File: config.mk
export PLATFORM = sky130hd
export DESIGN_NAME = custom_subtractor60_13_seq_flat
export DESIGN_NICKNAME = d
export VERILOG_FILES = /design/src/rtl/custom_subtractor60_13_seq_pkg.sv /design/src/rtl/custom_subtractor60_13_seq_if.sv /design/src/rtl/custom_subtractor60_13_seq_sub_chunk_borrow.sv /design/src/rtl/custom_subtractor60_13_seq.sv /design/src/flat_wrapper.sv
export SDC_FILE = /design/constraint.sdc
export NUM_CORES = 1
export LEC_CHECK = 0
export CELL_PAD_IN_SITES_DETAIL_PLACEMENT = 1
export CELL_PAD_IN_SITES_GLOBAL_PLACEMENT = 2
export CORE_MARGIN = 8
export CORE_UTILIZATION = 30
export CTS_CLUSTER_SIZE = 8
export DETAILED_ROUTE_END_ITERATION = 16
export PLACE_DENSITY = 0.83
export SLEW_MARGIN = 30
export SYNTH_ARGS = -nofsm -noshare
export SYNTH_HDL_FRONTEND = slang
export SYNTH_SLANG_ARGS = --single-unit
File: constraint.sdc
create_clock -name clk -period 5.3 [get_ports clk]
set_clock_uncertainty 0.2 [all_clocks]
set_input_delay 0.53 -clock clk [delete_from_list [all_inputs] [get_ports clk]]
set_output_delay 0.53 -clock clk [all_outputs]
set_load 0.1 [all_outputs]
File: src/rtl/custom_subtractor60_13_seq_pkg.sv
// Shared constants and state type for the sliced 60/13 subtractor.
package custom_sub_pkg;

    localparam int A_WIDTH    = 60;
    localparam int B_WIDTH    = 13;
    localparam int CHUNK      = 15;
    localparam int NUM_CHUNKS = A_WIDTH / CHUNK;
    // Floor of 1 keeps the index register legal for a single-slice build
    localparam int IDX_WIDTH  = (NUM_CHUNKS > 1) ? $clog2(NUM_CHUNKS) : 1;

    typedef enum logic [1:0] {
        IDLE,
        BUSY,
        DONE
    } state_t;

endpackage

File: src/rtl/custom_subtractor60_13_seq_if.sv
// Issue/collect handshake bundle between a sequencer (master) and the subtractor (slave).
interface custom_subtractor60_13_seq_if #(
    parameter int A_WIDTH = custom_sub_pkg::A_WIDTH,
    parameter int B_WIDTH = custom_sub_pkg::B_WIDTH
) ();

    logic               in_valid;
    logic               in_ready;
    logic [A_WIDTH-1:0] A;
    logic [B_WIDTH-1:0] B;
    logic               out_valid;
    logic               out_ready;
    logic [A_WIDTH-1:0] Diff;
    logic               Borrow;

    modport master (
        output in_valid, A, B, out_ready,
        input  in_ready, out_valid, Diff, Borrow
    );

    modport slave (
        input  in_valid, A, B, out_ready,
        output in_ready, out_valid, Diff, Borrow
    );

endinterface

File: src/rtl/custom_subtractor60_13_seq_sub_chunk_borrow.sv
// One slice of the borrow chain: diff = a - b - borrow_in, borrow_out set on underflow.
module sub_chunk_borrow #(
    parameter int CHUNK = custom_sub_pkg::CHUNK
) (
    input  logic [CHUNK-1:0] i_a,
    input  logic [CHUNK-1:0] i_b,
    input  logic             i_borrow_in,
    output logic [CHUNK-1:0] o_diff,
    output logic             o_borrow_out
);

    // One extra bit catches the underflow; its top bit is the borrow-out
    logic [CHUNK:0] w_full;

    assign w_full       = {1'b0, i_a} - {1'b0, i_b} - {{CHUNK{1'b0}}, i_borrow_in};
    assign o_diff       = w_full[CHUNK-1:0];
    assign o_borrow_out = w_full[CHUNK];

endmodule

File: src/rtl/custom_subtractor60_13_seq.sv
// Multi-cycle A - zero-extended B, one CHUNK-wide slice per cycle through a registered borrow.
module custom_subtractor60_13_seq #(
    parameter int A_WIDTH = custom_sub_pkg::A_WIDTH,
    parameter int B_WIDTH = custom_sub_pkg::B_WIDTH,
    parameter int CHUNK   = custom_sub_pkg::CHUNK
) (
    input logic                         clk,
    input logic                         rst,
    custom_subtractor60_13_seq_if.slave bus
);

    import custom_sub_pkg::*;

    localparam int              NUM_CHUNKS = A_WIDTH / CHUNK;
    localparam int              IDX_W      = (NUM_CHUNKS > 1) ? $clog2(NUM_CHUNKS) : 1;
    localparam logic [IDX_W-1:0] LAST_IDX  = IDX_W'(NUM_CHUNKS - 1);

    state_t             r_state;
    state_t             w_next_state;
    logic [A_WIDTH-1:0] r_a;
    logic [A_WIDTH-1:0] r_b;
    logic [A_WIDTH-1:0] r_diff;
    logic [IDX_W-1:0]   r_idx;
    logic               r_borrow;
    logic               r_borrow_out;

    logic [A_WIDTH-1:0] w_b_ext;
    logic [CHUNK-1:0]   w_a_slice;
    logic [CHUNK-1:0]   w_b_slice;
    logic [CHUNK-1:0]   w_slice_diff;
    logic               w_slice_borrow;
    logic               w_last;
    logic               w_in_ready;
    logic               w_out_valid;

    // Zero-extend the subtrahend to the full minuend width
    always_comb begin
        w_b_ext              = '0;
        w_b_ext[B_WIDTH-1:0] = bus.B;
    end

    // Select the current slice of both operands for the shared slice subtractor
    always_comb begin
        w_a_slice = r_a[r_idx*CHUNK +: CHUNK];
        w_b_slice = r_b[r_idx*CHUNK +: CHUNK];
        w_last    = (r_idx == LAST_IDX);
    end

    sub_chunk_borrow #(
        .CHUNK (CHUNK)
    ) u_slice (
        .i_a          (w_a_slice),
        .i_b          (w_b_slice),
        .i_borrow_in  (r_borrow),
        .o_diff       (w_slice_diff),
        .o_borrow_out (w_slice_borrow)
    );

    // State register
    always_ff @(posedge clk) begin
        if (rst) begin
            r_state <= IDLE;
        end else begin
            r_state <= w_next_state;
        end
    end

    // Next-state: accept in IDLE, walk the slices in BUSY, wait for the consumer in DONE
    always_comb begin
        w_next_state = r_state;
        case (r_state)
            IDLE:    if (bus.in_valid)  w_next_state = BUSY;
            BUSY:    if (w_last)        w_next_state = DONE;
            DONE:    if (bus.out_ready) w_next_state = IDLE;
            default:                    w_next_state = IDLE;
        endcase
    end

    // Handshake outputs decoded from the state register only
    always_comb begin
        w_in_ready  = (r_state == IDLE);
        w_out_valid = (r_state == DONE);
    end

    // Operand latch, slice write-back and borrow chain
    always_ff @(posedge clk) begin
        if (rst) begin
            r_a          <= '0;
            r_b          <= '0;
            r_diff       <= '0;
            r_idx        <= '0;
            r_borrow     <= 1'b0;
            r_borrow_out <= 1'b0;
        end else begin
            case (r_state)
                IDLE: begin
                    if (bus.in_valid) begin
                        r_a      <= bus.A;
                        r_b      <= w_b_ext;
                        r_idx    <= '0;
                        r_borrow <= 1'b0;
                    end
                end
                BUSY: begin
                    r_diff[r_idx*CHUNK +: CHUNK] <= w_slice_diff;
                    r_borrow                     <= w_slice_borrow;
                    r_idx                        <= r_idx + 1'b1;
                    if (w_last) begin
                        r_borrow_out <= w_slice_borrow;
                    end
                end
                default: ;
            endcase
        end
    end

    assign bus.in_ready  = w_in_ready;
    assign bus.out_valid = w_out_valid;
    assign bus.Diff      = r_diff;
    assign bus.Borrow    = r_borrow_out;

endmodule

File: src/flat_wrapper.sv
// flat-port wrapper written by rule: the top's interface ports become plain ports
module custom_subtractor60_13_seq_flat import custom_sub_pkg::*;
#(
    parameter int A_WIDTH = custom_sub_pkg::A_WIDTH,
    parameter int B_WIDTH = custom_sub_pkg::B_WIDTH,
    parameter int CHUNK   = custom_sub_pkg::CHUNK
)
  (clk, rst, bus_in_valid, bus_A, bus_B, bus_out_ready, bus_in_ready, bus_out_valid, bus_Diff, bus_Borrow);
  custom_subtractor60_13_seq_if #(.A_WIDTH(A_WIDTH), .B_WIDTH(B_WIDTH)) bus_i ();
  input logic clk;
  input logic rst;
  input wire logic [$bits(bus_i.in_valid)-1:0] bus_in_valid;
  input wire logic [$bits(bus_i.A)-1:0] bus_A;
  input wire logic [$bits(bus_i.B)-1:0] bus_B;
  input wire logic [$bits(bus_i.out_ready)-1:0] bus_out_ready;
  output wire logic [$bits(bus_i.in_ready)-1:0] bus_in_ready;
  output wire logic [$bits(bus_i.out_valid)-1:0] bus_out_valid;
  output wire logic [$bits(bus_i.Diff)-1:0] bus_Diff;
  output wire logic [$bits(bus_i.Borrow)-1:0] bus_Borrow;
  assign bus_i.in_valid = bus_in_valid;
  assign bus_i.A = bus_A;
  assign bus_i.B = bus_B;
  assign bus_i.out_ready = bus_out_ready;
  assign bus_in_ready = bus_i.in_ready;
  assign bus_out_valid = bus_i.out_valid;
  assign bus_Diff = bus_i.Diff;
  assign bus_Borrow = bus_i.Borrow;
  custom_subtractor60_13_seq #(.A_WIDTH(A_WIDTH), .B_WIDTH(B_WIDTH), .CHUNK(CHUNK)) u_core (.clk(clk), .rst(rst), .bus(bus_i));
endmodule
==> results.md <==
* Nets at approximately 1,000
* Yosys reg bits at around 140
* Post-Syn Instances at 764
* Antenna-violating nets left at 0
* First-pass GRT wire length at 32,530 um
* CP Cell Sequence: nor2_1 > and2_1 > ha_1 > inv_1 > ha_1 > o211ai_1 > o21ai_0 > a211oi_1 > a2111oi_2 > o21ai_0
* Synthesized Nets at between 800 and 900
* # rows at between 50 and 60
* Via count at about 5,700
* Max Cap Viol at 0
* Warnings from Yosys at 0
* Reg clk slew, reported paths at 60 ps
* Post-CTS setup buffer count at 0
* Async set or reset register ratio after synthesis at 0%
* Comb power frac at between 20% and 30%
* P per Cell Area at roughly 360 mW/mm^2
* Hold buffer count at cts at 0
* Post-layout min period at 4122 ps
* Share of power burned in the clock network at 38.7%
* Critical Path Fanout Max at 28
* Total Wirelength at 20,390 um
* Clock Tree Root: clkbuf_16
* Hold crit path type: flip-flop to flip-flop
* Starting Density at approximately 30%
* Area Growth Syn to Fin at 34.58%
* GPL Wtd Cong at around 0.81
* Max rail drop VDD at ~180 uV
* Die ar. at about 0.026 mm^2
* H-tree depth at 4
* CP max stage cell: dfxtp_2
* Layout cells sized above 1 at 8.000%
* Fillers at 2,462
* 1st-iter DRT viols at roughly 280
* Slew margin rel. at approximately a third
* RSZ-0062 raised after global routing: false
* Netlist cell types at 58
* CTS tree: done
* Status: complete, no violations
* Startpoint types: flip-flop
* CP Capture Type: flip-flop
* Routed vias/inst at between 4 and 5
* Gr ovfl total at 0
* Worst-skew pair later-pin latency at 430 ps
* Share of the cycle needed by the critical path after routing at 77.78%
* Sequential power share at between 30% and 40%
* GR met1 Demand/Resource at around a fifth
* GRT Resource Usage Total at between 15 and 20%
* Setup violations, final at 0
* Internal Power at between 2 and 2.5 mW
* Ys flop type: dfxtp_1
* TritonCTS buffer count at 17
* Hold Vio Cnt, Final at 0
* Antenna Cells at 0
* CTS resizes at 0
* Die height at around 160 um
* FMAX at ~240 MHz
* Crit path DAT at approximately 4200 ps
* Routed length per instance at between 15 and 20 um
* Most frequent cells in the layout: nand2_1 (193), clkdlybuf4s50_1 (138), dfxtp_1 (138), a21oi_1 (94), nor2_1 (42)
* Initial antenna violation count at 0
* DRC at 0
* Avg Cell Area, Syn at 8.429 um^2
* Post-synth EDFFs at 0
* M3 GR Usage at roughly 4.3%
* Least-Margin Pin Slew at around 1000 ps
* Die Wd at 162.5 um
* Final Max Tran Viols at 0
* Core area at about 0.021 mm^2
* Drt first pass iters at 4
* Max incr delay on CP at 890 ps
* Commonest non-fill, non-tap cell in the layout: nand2_1
* Clk buf depth at 2
* Fin util at 41.23%
* Vias in the first global route at a little over 6,000
* Port buffer count at 139
* CTS sink cnt at approximately 140
* Setup tns final at 0 ps
* WP data required at approximately 5400 ps
* Most crowded layer after global routing: met2
* Met2 Usage GRT at 24.32%
* Leakage at 3.237 nW
* Post-synthesis sequential area ratio at between 40% and 50%
* Switching part of the total power at around a third
* Io pins at between 100 and 150
* DP HPWL at between 15,000 and 20,000 um
* Switching power at just over 1 mW
* Largest net degree at the start of global routing at 73
* Synth Cell Area at between 0.006 and 0.007 mm^2
* Critical path class: flip-flop to flip-flop
[power by group through the flow]
stage,combinational (mW),clock (mW),sequential [mW]
floorplan,0.432,0,1.23
global placement,0.750,0,1.15
detailed placement,0.755,0,1.16
CTS,0.761,1.22,1.13
global route,0.828,1.27,1.14
finish,0.756,1.19,1.13
[logic make-up (layout without fill, tap and decap cells)]
logic type	after synthesis	in the layout	synth area share (%)
adder cells (fa/ha/maj)	31	31	6.256
buffers and inverters	79	215	4.818
XOR/XNOR	7	7	0.9520
AND/OR/NAND/NOR	289	289	19.14
multiplexers	18	18	5.926
flip-flops	139	139	43.21
AO/OA/AOI/OAI	201	201	19.70
[area by class of cell]
cell class	count	area, um^2	area share (%)
clock inverter	13	140.1	1.617
timing repair buffer	144	1426	16.46
sequential	139	2784	32.12
clock buffer	19	452.9	5.226
inverter	39	146.4	1.689
tap	275	344.1	3.970
multi-input combinational	546	3373	38.92
[registers in the layout (all words and copies together) (netlist names)]
register / flops
u_core.bus.Borrow: 1
u_core.r_state: 2
u_core.r_idx: 2
u_core.bus.Diff: 60
u_core.r_borrow: 1
u_core.r_b: 13
u_core.r_a: 60
[routing by layer]
metal	part of all wire, %	routed length [um]	up-vias
met4	1.0	211	0
met2	45	9211	132
met1	48	9816	2710
met5	0	0	-
met3	5.7	1154	18
li1	-	-	2877
[through the flow]
stage / power, mW / area, um^2 / setup slack [ps] / hold WS, ps / instances
6_report: 3.081 / 8667 / 1178 / 253.2 / 1175
2_1_floorplan: 1.659 / 6440 / 1644 / 231.7 / 764
3_5_place_dp: 1.910 / 8055 / 1163 / 245.6 / 1143
3_3_place_gp: 1.903 / 8051 / 1148 / 239.7 / 1143
5_1_grt: 3.232 / 8667 / 799.5 / 269.8 / 1175
4_1_cts: 3.113 / 8648 / 1134 / 254.9 / 1175
[cells in the mapped netlist, drive strengths merged (2+ instances only)]
cell type / count / area [um^2]
nand2: 194 / 728.2
dfxtp: 139 / 2783
a21oi: 98 / 490.5
nor2: 42 / 157.7
inv: 39 / 146.4
clkbuf: 29 / 108.9
ha: 29 / 362.9
o21ai: 24 / 120.1
a22oi: 17 / 127.6
and2: 17 / 106.4
a22o: 16 / 140.1
mux4: 14 / 315.3
buf: 11 / 55.05
nand3: 9 / 45.04
o31ai: 7 / 52.55
nand2b: 6 / 45.04
o211ai: 5 / 37.54
xnor2: 5 / 43.79
a32oi: 4 / 35.03
o21a: 4 / 30.03
o31a: 4 / 35.03
a211oi: 3 / 27.52
a21o: 3 / 22.52
a32o: 3 / 30.03
mux2i: 3 / 55.05
nor3: 3 / 15.01
or3: 3 / 23.77
a2111oi: 2 / 23.77
a21boi: 2 / 15.02
and3b: 2 / 17.52
fa: 2 / 40.04
nand3b: 2 / 15.01
nor2b: 2 / 12.51
nor4: 2 / 12.51
o2111ai: 2 / 17.52
o221ai: 2 / 23.77
o22ai: 2 / 12.51
or4: 2 / 15.01
xor2: 2 / 17.52
[final timing paths]
path	startpoint	endpoint	slack, ps	cells after the start
worst max-delay path	u_core.r_idx[0]	u_core.bus.Diff[56]	1180	10
worst min-delay path	u_core.r_a[17]	u_core.r_a[17]	250	2
worst max register to register	u_core.r_idx[0]	u_core.bus.Diff[56]	1180	10
worst min register to register	u_core.r_a[17]	u_core.r_a[17]	250	2
[critical path, delay by kind of cell, from the launching register on]
kind                       cells  cell delay (ps)
AOI/OAI and AO/OA              5             1490
adders and majority gates      2              690
buffers and inverters          1               40
DFF                            1              890
and+or+nand+nor                2              640
Note: power is estimated with default switching activity, not from simulation.
